===== config.mk =====
export PLATFORM = sky130hd
export DESIGN_NAME = memory_arbiter
export DESIGN_NICKNAME = d
export VERILOG_FILES = /design/src/rtl/memory_arbiter.sv
export SDC_FILE = /design/constraint.sdc
export NUM_CORES = 1
export LEC_CHECK = 0
export BUFFER_PORTS_ARGS = -buffer_cell sky130_fd_sc_hd__buf_2
export CAP_MARGIN = 20
export CORE_MARGIN = 4
export CORE_UTILIZATION = 48
export DETAILED_ROUTE_END_ITERATION = 6
export PLACE_DENSITY = 0.95
export SETUP_SLACK_MARGIN = 0.5
export SLEW_MARGIN = 20
export SYNTH_ARGS = -nofsm -noshare
export SYNTH_HDL_FRONTEND = slang
export SYNTH_SLANG_ARGS = --single-unit

===== constraint.sdc =====
create_clock -name clock -period 4.8 [get_ports clock]
set_input_delay 0.72 -clock clock [delete_from_list [all_inputs] [get_ports clock]]
set_output_delay 0.72 -clock clock [all_outputs]
set_load 0.05 [all_outputs]

===== src/rtl/memory_arbiter.sv =====
// Two-requester (CPU/IOP) arbiter for the single fixed-latency core memory port.
// Optional build macro MEM_ARB_ROUND_ROBIN_EN: alternate grants on contention instead of IOP priority.
module memory_arbiter #(
    parameter int LATENCY = 2
) (
    input  logic         clock,
    input  logic         reset,
    input  logic         cpu_req,
    input  logic         cpu_write,
    input  logic [15:31] cpu_address,
    input  logic [0:31]  cpu_wdata,
    output logic         cpu_ack,
    input  logic         iop_req,
    input  logic         iop_write,
    input  logic [15:31] iop_address,
    input  logic [0:31]  iop_wdata,
    output logic         iop_ack,
    output logic [0:31]  rdata,
    output logic         owner,
    output logic         busy,
    output logic         mem_enable,
    output logic         mem_write,
    output logic [15:31] mem_address,
    output logic [0:31]  mem_wdata,
    input  logic [0:31]  mem_rdata
);

    localparam logic [1:0] ST_IDLE   = 2'd0;
    localparam logic [1:0] ST_ACCESS = 2'd1;
    localparam logic [1:0] ST_DONE   = 2'd2;

    localparam logic [3:0] LAT_LOAD = 4'(LATENCY);

    if (LATENCY < 1 || LATENCY > 15) begin : g_latency_check
        $error("memory_arbiter: LATENCY %0d outside legal range 1..15", LATENCY);
    end

    logic [1:0]   state_q;
    logic [3:0]   count_q;
    logic         write_q;
    logic         owner_q;
    logic [15:31] addr_q;
    logic [0:31]  wdata_q;
    logic [0:31]  rdata_q;
    logic         grant_iop;

    // Winner selection only matters in IDLE; owner_q holds the previous grant.
    always_comb begin
        grant_iop = iop_req;
`ifdef MEM_ARB_ROUND_ROBIN_EN
        if (cpu_req && iop_req) begin
            grant_iop = ~owner_q;
        end
`endif
    end

    always_ff @(posedge clock or negedge reset) begin
        if (!reset) begin
            state_q <= ST_IDLE;
            count_q <= '0;
            write_q <= 1'b0;
            owner_q <= 1'b1;
            addr_q  <= '0;
            wdata_q <= '0;
            rdata_q <= '0;
        end else begin
            case (state_q)
                ST_IDLE: begin
                    if (cpu_req || iop_req) begin
                        owner_q <= grant_iop;
                        write_q <= grant_iop ? iop_write   : cpu_write;
                        addr_q  <= grant_iop ? iop_address : cpu_address;
                        wdata_q <= grant_iop ? iop_wdata   : cpu_wdata;
                        count_q <= LAT_LOAD;
                        state_q <= ST_ACCESS;
                    end
                end
                ST_ACCESS: begin
                    if (count_q == 4'd1) begin
                        if (!write_q) begin
                            rdata_q <= mem_rdata;
                        end
                        count_q <= '0;
                        state_q <= ST_DONE;
                    end else begin
                        count_q <= count_q - 4'd1;
                    end
                end
                ST_DONE: begin
                    state_q <= ST_IDLE;
                end
                default: begin
                    state_q <= ST_IDLE;
                end
            endcase
        end
    end

    // Outputs decode only from state and latched registers, never from the request inputs.
    assign mem_enable  = (state_q == ST_ACCESS);
    assign mem_write   = (state_q == ST_ACCESS) && write_q;
    assign busy        = (state_q == ST_ACCESS) || (state_q == ST_DONE);
    assign cpu_ack     = (state_q == ST_DONE) && !owner_q;
    assign iop_ack     = (state_q == ST_DONE) && owner_q;
    assign mem_address = addr_q;
    assign mem_wdata   = wdata_q;
    assign rdata       = rdata_q;
    assign owner       = owner_q;

endmodule


==> results of run 1 <==
-- kinds of logic (layout without fill, tap and decap cells) --
logic type / Yosys count / count (layout) / share of synthesized area (%)
compound gates: 64 / 64 / 8.34
fa+ha+maj: 6 / 6 / 1.85
buf+inv: 25 / 244 / 3.71
flops: 89 / 89 / 55.0
mux: 83 / 83 / 24.3
simple gates: 63 / 63 / 6.74
-- power groups by stage --
stage / Combinational (uW) / Sequential, uW / Clock (uW)
2_1_floorplan: 737 / 2540 / 0
6_report: 2520 / 1350 / 555
4_1_cts: 2550 / 1350 / 571
3_5_place_dp: 2550 / 1350 / 0
3_3_place_gp: 2480 / 1330 / 0
5_1_grt: 2670 / 1390 / 598
-- area by class of cell --
cell class	instances	area share [%]
Sequential cell	89	41.2
Multi-Input combinational cell	216	31.1
Timing Repair Buffer	224	20.9
Tap cell	105	2.43
Clock buffer	10	2.36
Clock inverter	6	1.69
Inverter	4	0.278
-- per-layer routing --
| metal | vias to the layer above | global-route usage [%] |
|---|---|---|
| met1 | 1508 | 23.9 |
| met4 | 0 | 5.99 |
| met5 | - | 0 |
| li1 | 1565 | - |
| met3 | 16 | 3.54 |
| met2 | 141 | 37.7 |
-- worst paths after layout --
check                           depth (start not counted)                          end  slack, ps                 startpoint
worst max-delay path                                    5  mem_address[16]$_DFFE_PN0P_       2460                    iop_req
worst min-delay path                                    1        rdata[16]$_DFFE_PN0P_        430                      reset
worst max register to register                          5         rdata[6]$_DFFE_PN0P_       2610     count_q[1]$_DFFE_PN0P_
worst min register to register                          2    mem_wdata[31]$_DFFE_PN0P_        490  mem_wdata[31]$_DFFE_PN0P_
max in group asynchronous                               1  mem_address[25]$_DFFE_PN0P_       3830                      reset
min in group clock                                      2    mem_wdata[31]$_DFFE_PN0P_        490  mem_wdata[31]$_DFFE_PN0P_
-- state kept, by name, indices dropped and copies added, names as in the netlist --
register and flops:
owner 1, mem_address 17, count_q 4, write_q 1, mem_wdata 32, state_q 2, rdata 32
-- through the flow --
| step | hold slack (ps) | power (uW) | std cells | utilization, % |
|---|---|---|---|---|
| 2_1_floorplan | 424 | 3280 | 330 | - |
| 3_3_place_gp | 459 | 3810 | 638 | 63.1 |
| 3_5_place_dp | 468 | 3900 | 638 | 63.1 |
| 4_1_cts | 489 | 4470 | 654 | 65.8 |
| 5_1_grt | 500 | 4660 | 654 | 65.8 |
| 6_report | 430 | 4420 | 654 | 65.8 |
-- cell usage after synthesis --
cell type   n
nand2_1    52
o21ai_1     1
o21ai_0    56
clkbuf_1   13
o211ai_1    1
o311ai_0    1
buf_6       1
buf_1       4
mux2_4     30
a21oi_1     1
nand2b_1    1
inv_1       4
or4_1       1
and2_1      2
o31ai_1     1
or3b_1      1
ha_1        6
mux2i_1    50
o21a_1      2
or3b_4      1
nor3b_1     1
dfrtp_1    88
mux2_2      3
dfstp_2     1
nor2b_1     2
buf_12      3
nand3b_1    1
a22o_1      1
nor2_1      1
-- worst reg2reg max path: stages (launching register included) --
cell	delay, ps
dfrtp_1	400
inv_1	90
ha_1	150
or3b_4	390
or3b_4	640
mux2_4	410
==> impl_metrics.toml, run 1 <==
[power_and_ir_drop]
p_sw_uw = 2340
seqPwrFrac_pct = 30.4
swShare_pct = 52.8
p_int_uw = 2090
powerDensity_nw_per_um2 = 818
ir_worst_vdd_mv = 0.387
p_leak_uw = 0.00297
power.share.clock_pct = 12.6
pwr-share-comb_pct = 57.0

[layout]
layout-drive-gt1-share_pct = 50.3
layout_commonest_cell = "buf_2"
fin_area_um2 = 5410
n_antenna_cell = 0
register_area_um2 = 2230
multi_input_area_um2 = 1680
final_cell_mix = "buf_2, dfrtp_1, o21ai_0, nand2_1, mux2i_1"
fillers = 666
area_delta_synth_final_pct = 33.6
nets = 686

[yosys]
synth.top_cell.area_share_pct = 54.4
ys_warn_count = 0
ys_ff_latch = 89
syn-num-nets = 472
synthTopCellsByArea = "dfrtp_1, mux2i_1, mux2_4, o21ai_0, nand2_1"
synth_area_leader_cell = "dfrtp_1"
syn_inst = 330
synth.distinct_cells = 29
synthesis.area_um2 = 4050
yosysSeqAreaShare_pct = 55.0
synth_area_per_cell_um2 = 12.3

[setup_path]
crit_family = "compound AO/OA/AOI/OAI gates"
critPathKind = "input port to flip-flop"
crit_path_cell_trace = "buf_2 -> o21ai_4 -> buf_4 -> nand2_1 -> o21ai_0"
cpPeakStageDelay_ps = 850
crit_fanout = 51
cp.arrival_ps = 2590
end_kind = "flip-flop"
crit_slowest_cell = "o21ai_4"
worst-path-buf-inv = 2
cp-start-kind = "input port"
critPathRequiredTime_ps = 5050

[place]
dp_hpwl_um = 7900
dp_slack_ps = 2050
place.gp.congestion = 0.749
dpl_cell_area_um2 = 5180
portBuffers = 222

[grt]
grt_start_max_net_pins = 90
gr-total-overflow = 0
track_usage_pct = 20.3
antenna_found_initial = 0
first_global_vias = 3399
grt_pass1_wl_um = 16200

[clock_tree]
cts.sinks = 89
cts_buffers = 9
clk_pin_slew_ps = 90
cts-resized-gates = 0
clk_latency_ps = 340
post_cts_buffers = 0
cts_tree = "yes"
cts_hold_buf = 0
root_buffer = "clkbuf_8"
clock_path_buffers = 2
htreeDepth = 3

[sta]
fmax_mhz = 427
report.final.slew_viol_count = 0
worst_slack_ps = 2460
setup_viol = 0
fin_crit_ps = 2340
fin_setup_tns_ps = 0
slew_headroom_pct = 33.9
period_share_pct = 48.7
tightest_slew_ps = 988
grt_setup_unrepaired = "false"
finClkSkew_ps = 7.41
finalHoldViolCount = 0

[detailed_routing]
finalWirelength_um = 10200
drc_errors = 0
routed.top_layer = "met4"
met2WireLength_um = 5280
met1Wirelength_um = 3990
routedWlPerCell_um = 15.6
num_vias = 3230
drt-vias-per-instance = 4.94
drt-pass1-iter-count = 4
drtIter0Drc = 86
ant_nets = 0
wl_met3_um = 769

[floorplan]
rows = 33
initial_core_util_pct = 49.3
ios = 223
die_width_um = 99.8
die_area_um2 = 9970
die_height_um = 99.8
core_area_um2 = 8220

[outcome]
status = "completed"

[flow_run]
cap_violations = 0

[min_path]
hold_class = "input port to asynchronous set/reset pin"
Note: power is estimated with default switching activity, not from simulation.
==> run 2: changes to the inputs <==
CORE_UTILIZATION = 45   (was 48)
PLACE_DENSITY = 0.91   (was 0.95)
clock period = 2.3 ns   (was 4.8 ns; I/O delays follow)
==> run 2 against run 1 <==
Net effect: sequential cell count is the same; clock skew increased by 2.4 ps; final area rose by 3.4%; power grew 110%; combinational power grew 120%; hold slack got worse by 200 ps; utilization down 1.7 points; sequential power rose by 110%; register-to-register slack worse by 2300 ps; routed wire length up 4.3%; first-iteration DRC count shrank 34%; via count up 2.9%; critical endpoint is now rdata[18]$_DFFE_PN0P_; largest cell class unchanged; largest power group unchanged; highest routed layer unchanged.
==> impl_metrics.toml, run 2 (synthesis gave the netlist of run 1 again) <==
[outcome]
status = "completed"

[detailed_routing]
num_vias = 3325
drt-pass1-iter-count = 4
finalWirelength_um = 10600
drt-vias-per-instance = 4.97
drc_errors = 0
drtIter0Drc = 57
ant_nets = 0
routedWlPerCell_um = 15.9

[layout]
n_antenna_cell = 0
layout-drive-gt1-share_pct = 52.0
layout_commonest_cell = "buf_2"
fin_cells = 669
nets = 698
area_delta_synth_final_pct = 38.2
fillers = 661
fin_area_um2 = 5600
final_cell_mix = "buf_2, dfrtp_1, o21ai_0, nand2_1, mux2i_1"

[grt]
grt-busiest-layer = "met2"
gr-usage-met3_pct = 5.48
grt.met1_usage_pct = 21.3
track_usage_pct = 19.7
grt_pass1_wl_um = 16200
antenna_found_initial = 0
gr-total-overflow = 0
first_global_vias = 3390
grt_use_met2_pct = 36.7
grt_start_max_net_pins = 68

[power_and_ir_drop]
p_leak_uw = 0.00305
p_int_uw = 4370
swShare_pct = 52.9
total_power_uw = 9280
power.share.clock_pct = 11.2
pwr-share-comb_pct = 58.7
seqPwrFrac_pct = 30.1
powerDensity_nw_per_um2 = 1660
p_sw_uw = 4910
ir_worst_vdd_mv = 0.721

[sta]
fin_setup_tns_ps = 0
tightest_slew_ps = 514
fin_crit_ps = 2040
period_share_pct = 88.5
worst_hold_slack_ps = 231
finClkSkew_ps = 9.77
grt_setup_unrepaired = "true"
fmax_mhz = 491
report.final.slew_viol_count = 0
slew_headroom_pct = 65.7
finalHoldViolCount = 0
setup_viol = 0

[clock_tree]
clk_latency_ps = 340
cts_buffers = 9
clk_pin_slew_ps = 90
htreeDepth = 3
cts_tree = "yes"
root_buffer = "clkbuf_8"
clock_path_buffers = 2
cts.sinks = 89

[setup_path]
reg2reg_to = "rdata[18]$_DFFE_PN0P_"
cp-endpoint = "rdata[18]$_DFFE_PN0P_"
crit_fanout = 16
reg2regPathDepth = 6
reg2reg_from = "count_q[1]$_DFFE_PN0P_"
end_kind = "flip-flop"
critPathRequiredTime_ps = 2530
cp-startpoint = "count_q[1]$_DFFE_PN0P_"
cp-start-kind = "flip-flop"
reg2reg_slack_ps = 260
critPathKind = "flip-flop to flip-flop"
cp.arrival_ps = 2270

[floorplan]
core_area_um2 = 8720
initial_core_util_pct = 46.4
ios = 223
die_width_um = 103
die_height_um = 103
rows = 34
die_area_um2 = 10600

[place]
portBuffers = 222
dpl.cell_count = 646
dp_hpwl_um = 8030
place.gp.congestion = 0.793
dpl_cell_area_um2 = 5280

[min_path]
hold_depth = 2
hold_class = "input port to flip-flop"

[flow_run]
cap_violations = 0
run 2: changes by cell type in the layout (fill, tap and decap cells not counted), moves of 2 or more:
cell / previous run / this run
buf_12: 0 / 3
buf_16: 0 / 2
buf_2: 221 / 218
buf_4: 2 / 11
clkbuf_1: 1 / 3
ha_1: 6 / 4
ha_4: 0 / 2
inv_1: 4 / 1
inv_2: 0 / 3
run 2: timing repair:
action | CTS | global route
cloned | 2 | 0
hold endpoints to repair | 37 | 0
endpoints found under the setup margin | 34 | 73
hold buffers | 1 | 0
buffers inserted | 3 | 1
resized for setup | 8 | 6
run 2: worst max-delay path: stages (launching register included):
cell,delay (ps)
dfrtp_1,390
inv_2,90
ha_4,120
or3b_4,370
or3b_4,460
buf_16,200
mux2_4,300
run 2: per-layer routing:
| layer | wire (um) | vias up |
|---|---|---|
| met1 | 3920 | 1569 |
| met5 | 0 | - |
| li1 | - | 1600 |
| met2 | 5560 | 145 |
| met4 | 173 | 0 |
| met3 | 995 | 11 |
run 2: final cells by class:
cell class | count | area [um2] | share of cell area [%]
clock buffers | 12 | 135 | 2.42
clock inverters | 4 | 53.8 | 0.962
inverters | 4 | 15.0 | 0.268
multi-input cells | 216 | 1720 | 30.7
flip-flops and latches | 89 | 2230 | 39.8
well taps | 108 | 135 | 2.42
repair buffers | 236 | 1310 | 23.4
run 2: how the worst min path moves through the flow:
stage / startpoint / to / slack (ps)
3_3_place_gp: reset / rdata[25]$_DFFE_PN0P_ / 340
2_1_floorplan: reset / count_q[0]$_DFFE_PN0P_ / 50
4_1_cts: mem_rdata[26] / rdata[26]$_DFFE_PN0P_ / 210
6_report: mem_rdata[26] / rdata[26]$_DFFE_PN0P_ / 230
3_5_place_dp: reset / rdata[26]$_DFFE_PN0P_ / 360
5_1_grt: mem_rdata[3] / rdata[3]$_DFFE_PN0P_ / 210
run 2: power by group through the flow:
| stage | Combinational [uW] | Sequential (uW) | Clock [uW] |
|---|---|---|---|
| after CTS | 5450 | 2790 | 1080 |
| after global placement | 5230 | 2770 | 0 |
| after global routing | 5790 | 2890 | 1140 |
| after detailed placement | 5370 | 2810 | 0 |
| after floorplan | 1560 | 5310 | 0 |
| final | 5450 | 2790 | 1040 |
run 2: through the flow:
stage | worst slack, ps | util [%]
floorplan | 320 | -
global placement | 228 | 60.5
detailed placement | 148 | 60.5
CTS | 252 | 63.9
global route | 186 | 64.2
finish | 264 | 64.2
